`src/rtl/xif_timer.sv`:
```
// Programmable 32-bit timer slave on the xif split bus: prescaled up-counter,
// compare limit, one-shot / auto-reload modes and a level interrupt.
module xif_timer #(
    parameter logic [31:0] BASE_ADDR = 32'h8000_0010,
    parameter int          PRESC_W   = 16
) (
    input  logic        clk_i,
    input  logic        arst_i,
    input  logic        bus_req_i,
    input  logic        bus_we_i,
    input  logic [31:0] bus_addr_bi,
    input  logic [3:0]  bus_be_bi,
    input  logic [31:0] bus_wdata_bi,
    output logic        bus_ack_o,
    output logic        bus_resp_o,
    output logic [31:0] bus_rdata_bo,
    output logic        irq_o
);

    localparam logic [2:0] REG_CTRL   = 3'd0;
    localparam logic [2:0] REG_LIMIT  = 3'd1;
    localparam logic [2:0] REG_COUNT  = 3'd2;
    localparam logic [2:0] REG_STATUS = 3'd3;
    localparam logic [2:0] REG_PRESC  = 3'd4;
    localparam logic [PRESC_W-1:0] PRESC_ZERO = {PRESC_W{1'b0}};
    localparam logic [PRESC_W-1:0] PRESC_ONE  = {{(PRESC_W-1){1'b0}}, 1'b1};

    function automatic logic [31:0] be_merge(input logic [31:0] old_val,
                                             input logic [31:0] new_val,
                                             input logic [3:0]  be);
        logic [31:0] res;
        res = old_val;
        for (int b = 0; b < 4; b++) begin
            if (be[b]) begin
                res[b*8 +: 8] = new_val[b*8 +: 8];
            end else begin
                res[b*8 +: 8] = old_val[b*8 +: 8];
            end
        end
        return res;
    endfunction

    logic [31:0]        offset_s;
    logic [2:0]         reg_sel_s;
    logic               hit_s, wr_s, rd_s, tick_s, match_s;
    logic               wr_ctrl_s, wr_limit_s, wr_count_s, wr_status_s, wr_presc_s;

    logic               en_r, auto_r, irq_en_r, pend_r, resp_r;
    logic [31:0]        limit_r, count_r, rdata_r;
    logic [PRESC_W-1:0] presc_r, presc_cnt_r;

    logic               en_s, auto_s, irq_en_s, pend_s;
    logic [31:0]        limit_s, count_s, rdata_s;
    logic [PRESC_W-1:0] presc_s, presc_cnt_s;

    // Addresses below the base wrap to a huge offset and therefore miss.
    assign offset_s  = bus_addr_bi - BASE_ADDR;
    assign hit_s     = (offset_s <= 32'h0000_0010) && (bus_addr_bi[1:0] == 2'b00);
    assign reg_sel_s = offset_s[4:2];
    assign wr_s      = bus_req_i & hit_s & bus_we_i;
    assign rd_s      = bus_req_i & hit_s & ~bus_we_i;
    assign tick_s    = en_r && (presc_cnt_r == presc_r);
    assign match_s   = (count_r == limit_r);

    assign wr_ctrl_s   = wr_s && (reg_sel_s == REG_CTRL);
    assign wr_limit_s  = wr_s && (reg_sel_s == REG_LIMIT);
    assign wr_count_s  = wr_s && (reg_sel_s == REG_COUNT);
    assign wr_status_s = wr_s && (reg_sel_s == REG_STATUS);
    assign wr_presc_s  = wr_s && (reg_sel_s == REG_PRESC);

    // Next-state logic: bus writes take priority over timer updates, except PEND set.
    always_comb begin
        en_s        = en_r;
        auto_s      = auto_r;
        irq_en_s    = irq_en_r;
        pend_s      = pend_r;
        limit_s     = limit_r;
        count_s     = count_r;
        presc_s     = presc_r;
        presc_cnt_s = presc_cnt_r;
        rdata_s     = 32'd0;

        if (!en_r) begin
            presc_cnt_s = PRESC_ZERO;
        end else if (wr_ctrl_s || wr_presc_s || tick_s) begin
            presc_cnt_s = PRESC_ZERO;
        end else begin
            presc_cnt_s = presc_cnt_r + PRESC_ONE;
        end

        if (wr_count_s) begin
            count_s = be_merge(count_r, bus_wdata_bi, bus_be_bi);
        end else if (tick_s && match_s) begin
            count_s = auto_r ? 32'd0 : count_r;
        end else if (tick_s) begin
            count_s = count_r + 32'd1;
        end else begin
            count_s = count_r;
        end

        if (wr_ctrl_s && bus_be_bi[0]) begin
            en_s     = bus_wdata_bi[0];
            auto_s   = bus_wdata_bi[1];
            irq_en_s = bus_wdata_bi[2];
        end else if (tick_s && match_s && !auto_r) begin
            en_s = 1'b0;
        end else begin
            en_s = en_r;
        end

        if (tick_s && match_s) begin
            pend_s = 1'b1;
        end else if (wr_status_s && bus_be_bi[0] && bus_wdata_bi[0]) begin
            pend_s = 1'b0;
        end else begin
            pend_s = pend_r;
        end

        if (wr_limit_s) begin
            limit_s = be_merge(limit_r, bus_wdata_bi, bus_be_bi);
        end else begin
            limit_s = limit_r;
        end

        for (int i = 0; i < PRESC_W; i++) begin
            if (wr_presc_s && bus_be_bi[i/8]) begin
                presc_s[i] = bus_wdata_bi[i];
            end else begin
                presc_s[i] = presc_r[i];
            end
        end

        if (rd_s) begin
            case (reg_sel_s)
                REG_CTRL:   rdata_s = {29'd0, irq_en_r, auto_r, en_r};
                REG_LIMIT:  rdata_s = limit_r;
                REG_COUNT:  rdata_s = count_r;
                REG_STATUS: rdata_s = {31'd0, pend_r};
                REG_PRESC:  rdata_s = 32'(presc_r);
                default:    rdata_s = 32'd0;
            endcase
        end else begin
            rdata_s = 32'd0;
        end
    end

    // State and read-response registers.
    always_ff @(posedge clk_i or posedge arst_i) begin
        if (arst_i) begin
            en_r        <= 1'b0;
            auto_r      <= 1'b0;
            irq_en_r    <= 1'b0;
            pend_r      <= 1'b0;
            limit_r     <= 32'd0;
            count_r     <= 32'd0;
            presc_r     <= PRESC_ZERO;
            presc_cnt_r <= PRESC_ZERO;
            resp_r      <= 1'b0;
            rdata_r     <= 32'd0;
        end else begin
            en_r        <= en_s;
            auto_r      <= auto_s;
            irq_en_r    <= irq_en_s;
            pend_r      <= pend_s;
            limit_r     <= limit_s;
            count_r     <= count_s;
            presc_r     <= presc_s;
            presc_cnt_r <= presc_cnt_s;
            resp_r      <= rd_s;
            rdata_r     <= rdata_s;
        end
    end

    assign bus_ack_o    = bus_req_i & hit_s;
    assign bus_resp_o   = resp_r;
    assign bus_rdata_bo = rdata_r;
    assign irq_o        = pend_r & irq_en_r;

endmodule

```
`config.mk`:
```
export PLATFORM = sky130hd
export DESIGN_NAME = xif_timer
export DESIGN_NICKNAME = d
export VERILOG_FILES = /design/src/rtl/xif_timer.sv
export SDC_FILE = /design/constraint.sdc
export NUM_CORES = 1
export LEC_CHECK = 0
export ABC_CLOCK_PERIOD_IN_PS = 5400
export CAP_MARGIN = 15
export CORE_ASPECT_RATIO = 0.7
export CORE_UTILIZATION = 60
export CTS_BUF_LIST = sky130_fd_sc_hd__clkbuf_16
export DETAILED_ROUTE_END_ITERATION = 16
export DONT_BUFFER_PORTS = 1
export GPL_TIMING_DRIVEN = 1
export PLACE_DENSITY = 0.76
export SLEW_MARGIN = 30
export SYNTH_ARGS = -nofsm -noshare
export SYNTH_HDL_FRONTEND = slang
export SYNTH_SLANG_ARGS = --single-unit
```
`constraint.sdc`:
```
create_clock -name clk_i -period 5.4 [get_ports clk_i]
set_input_delay 0.81 -clock clk_i [delete_from_list [all_inputs] [get_ports clk_i]]
set_output_delay 0.81 -clock clk_i [all_outputs]
set_load 0.03 [all_outputs]
```
## Word level (Yosys, flattened, before mapping)

Index checks and enable logic that the tools add are counted.

| word-level totals | value |
|---|---|
| output and inout bits | 35 |
| bits in registers | 133 |

| operators by class | value |
|---|---|
| bitwise logic cells | 5 |
| $lt $le $gt $ge | 1 |
| mux-type cells | 16 |
| add/sub/neg operators | 3 |
| reductions and logical operators | 30 |
| equal/unequal tests | 11 |

Operators by type and width:

| cell | number |
|---|---|
| $mux W32 | 5 |
| $pmux W32 S5 | 1 |
| $add A32 B1 Y32 const B | 1 |
| $eq A32 B32 Y1 | 1 |
| $le A32 B5 Y1 const B | 1 |
| $mux W16 | 2 |
| $mux W8 | 4 |
| $sub A32 B32 Y32 const B | 1 |
| $add A16 B1 Y16 const B | 1 |
| $eq A16 B16 Y1 | 1 |
| $logic_and A1 B1 Y1 | 14 |
| $reduce_and A3 Y1 | 4 |
| $ne A2 B2 Y1 const B | 4 |
| $reduce_and A2 Y1 | 4 |
| $eq A3 B2 Y1 const B | 2 |
| $and A1 B1 Y1 | 4 |
| $mux W1 | 4 |
| $reduce_bool A2 Y1 | 2 |
| $eq A3 B1 Y1 const B | 1 |
| $eq A3 B3 Y1 const B | 1 |
| $logic_not A3 Y1 | 1 |
| $ne A3 B3 Y1 const B | 1 |
| $reduce_bool A3 Y1 | 1 |
| $logic_not A2 Y1 | 1 |
| other kinds (3) | 4 |

## Logic depth before layout (Yosys ltp)

| logic depth | value |
|---|---|
| depth after elaboration | 10 |
| gate-level depth with buffers | 10 |

## Worst setup path before layout

Ideal clock, no wire load.

| timing | value |
|---|---|
| path type | input to output |
| start | in bus_addr_bi[3] |
| end | out bus_ack_o |
| slack | 1.681 ns |
| stages | 6 |
| required time | 4.590 ns |
| path buffers | 1 |
| data arrival time | 2.909 ns |
| cell sequence | buf_2 or4b_1 a21o_1 a2111oi_0 nand2_1 nor3_1 |

| on the way | value |
|---|---|
| word-level cells in the longest chain between the ends | 4 |

RTL lines:

| what | RTL line | RTL |
|---|---|---|
| start: declaration | 11 | `input logic [31:0] bus_addr_bi,` |
| $sub A32 B32 Y32 | 57 | `assign offset_s = bus_addr_bi - BASE_ADDR;` |
| $le A32 B5 Y1 | 58 | `assign hit_s = (offset_s <= 32'h0000_0010) && (bus_addr_bi[1:0] == 2'b00);` |
| $logic_and A1 B1 Y1 | 58 |  |
| $and A1 B1 Y1 | 174 | `assign bus_ack_o = bus_req_i & hit_s;` |
| end: declaration | 14 | `output logic bus_ack_o,` |

No other way between the ends.

## Worst setup path in the final report

| timing | value |
|---|---|
| start | in bus_addr_bi[14] |
| end | out bus_ack_o |

Same word-level chain as after synthesis.

==> out/results.ini <==
[global_routing]
grt_pass1_wl_um = 33800
use_met1 = 0.476
gr-usage-all-layers = 0.340
grt_overflow_total = 0
grt_use_met2 = 0.494
grt_pass1_vias = 6152
grt_max_degree = 87
grt_antenna_before_repair = 0
grtUsageMet3 = 0.118
grt-busiest-layer = met2

[layout]
final_area_um2 = 8380
nNetsFinal = 820
diodes = 0
drive_above_1_share = 0.101
area_growth_syn_to_layout_pct = 8.79

[logic_synthesis]
ys_types = 57
synth_ff_type = dfrtp_1
synth_area_leader_cell = dfrtp_1
syn_avg_cell_area_um2 = 10.0
syn-cell-area_um2 = 7700
yosys.area.top_type_share = 0.432
synth_edf_count = 0
syn_nets = 844
synthTopCellsByCount = dfrtp_1 (133), nor2_1 (81), mux2i_1 (55)
ys_seq_area_frac = 0.432
yosysWarnings = 0
postSynthCellCount = 770
synth-seq-cells = 133
async_flop_share = 1.00
synth_most_common_cell = dfrtp_1
synth_area_leaders = dfrtp_1 (43%), mux2i_1 (7.1%), xor2_1 (5.0%)

[pwr]
swShare = 0.227
seqPwrFrac = 0.441
p_int_mw = 1.75
p_leak_nw = 3.59
peakVddDrop_mv = 0.253
p_sw_mw = 0.513
p_total_mw = 2.26
clkPwrFrac = 0.529
cellPowerDensity_nw_per_um2 = 270
p_comb_frac = 0.029

[timing]
max-slew-margin-rel = 0.395
finalSetupViolCount = 0
rsz0062_at_grt = no
worst-slew-pin-transition_ps = 908
fmax_mhz = 280
fin_skew_ps = 8.81
slew_viol_final = 0
fin_crit_ps = 3570
hold_viol = 0
post-route-period-util = 0.661
fin_tns_setup_ps = 0

[floorplan]
core_area_um2 = 12500
start_util = 0.618
io_pins = 107
rows = 34
die-area_um2 = 13300
fp.dieW_um = 137
die_h_um = 96.8

[detailed_routing]
viasPerCell = 6.96
routed_wl_um = 21600
final_antenna_net_count = 0
wl_per_cell_um = 23.5
num_vias = 6414
post-route-drc-count = 0
drtPass1Iterations = 6
dr.first_iter.drc_count = 771

[cts]
cts_setup_buffers = 0
htreeDepth = 4
cts_tree = yes
clock-root-buffer = clkbuf_16
cts_made_buffers = 17
holdBufCountCts = 0
clk_pin_slew_ps = 60
post_cts_resize_count = 0
clockBufferDepth = 2
cts.sinks = 133
clkLatencyLatePin_ps = 430

[place]
dpl_cell_area_um2 = 7760
hpwl_um = 15300
io_buffers = 0
place_congestion = 0.953

[setup_path]
path_max_fanout = 10
cpMostUsedCell = nor3_1
cp.arrival_ps = 2760
critical_path_class = in -> out
startpoint_type = input pin
required_ps = 4590
max_stage_delay_ps = 610
cpMaxStageDelayCell = nor2_1
worstPathCellList = nor3_1, nand4_1, o211a_1, nor2_1, nor3_1, buf_4
end_kind = primary output

[outcome]
status = completed

[hold_path]
hp-class = in -> async

[run]
maxCapViolations = 0

critical path, delay by kind of cell:
family	cells	cell delay [ps]
AO/OA/AOI/OAI	1	290
AND/OR/NAND/NOR	4	1440
buffers and inverters	1	220
sequential cells by signal (all words and copies together) (netlist names), 16 cells and up:
name / count
limit_r: 32
presc_cnt_r: 16
count_r: 32
bus_rdata_bo: 32
presc_r: 16
worst paths after layout:
kind	start	cells after the start	endpoint	slack, ps
max	bus_addr_bi[14]	6	bus_ack_o	1830
min	arst_i	1	bus_rdata_bo[21]	380
max reg2reg	count_r[10]	8	count_r[10]	2120
min reg2reg	limit_r[31]	1	limit_r[31]	540
max in group asynchronous	arst_i	2	count_r[13]	3900
min in group clk_i	bus_addr_bi[4]	1	bus_rdata_bo[6]	480
metal layers:
metal  part of all wire  routed length [um]  vias up
li1                   -                   -     2759
met1               0.41                8770     3161
met2               0.44                9540      437
met3               0.13                2790       57
met4              0.024                 522        0
met5                  0                   0        -
power groups by stage:
| stage | clock, mW | sequential (mW) | combinational [mW] |
|---|---|---|---|
| after floorplan | 0 | 1.02 | 0.0616 |
| after global placement | 0 | 1.01 | 0.0653 |
| after global routing | 1.24 | 0.996 | 0.0741 |
| after CTS | 1.20 | 0.997 | 0.0669 |
| after detailed placement | 0 | 1.01 | 0.0665 |
| final | 1.20 | 0.997 | 0.0665 |
area by class of cell:
type                       count  area, um^2
multi-input combinational    573        4120
fill                         950        4090
sequential                   133        3330
clock buffer                  17         425
tap                          162         203
clock inverter                15         179
timing repair buffer           9        71.3
inverter                      12        50.0
layout by cell type (no fill, tap or decap), types with 4 or more instances in the layout:
cell	n
xnor2_1	26
buf_4	8
inv_1	11
nor4_1	21
mux2_1	32
nand2_1	15
clkinv_4	4
a21oi_1	32
nand2b_1	5
xor2_1	44
and2_1	10
a22oi_1	35
dfrtp_1	133
inv_6	4
nand3b_1	7
mux2i_1	55
nand2_4	4
nand4_1	19
nand3_1	35
clkbuf_16	17
nor2_1	81
nor3b_1	9
a211oi_1	14
nor2b_1	4
o21ai_0	20
mux2_2	20
nor3_1	20
o211ai_1	7
and3_1	20
metrics by stage:
stage	utilization	setup slack, ps	hold WS (ps)	instances
2_1_floorplan	-	1040	474	770
3_3_place_gp	0.623	1820	520	888
3_5_place_dp	0.623	1710	531	888
4_1_cts	0.671	1840	434	920
5_1_grt	0.672	1560	434	921
6_report	0.672	1830	376	921
kinds of logic (layout without fill, tap and decap cells):
logic type	after synthesis	after routing	share of synthesized area
compound gates	124	124	0.112
flops	133	133	0.432
simple gates	270	270	0.192
mux	107	107	0.148
xor+xnor	70	70	0.0796
fa+ha+maj	2	2	0.00325
buf+inv	64	53	0.0343
(Power assumes the default switching activity.)
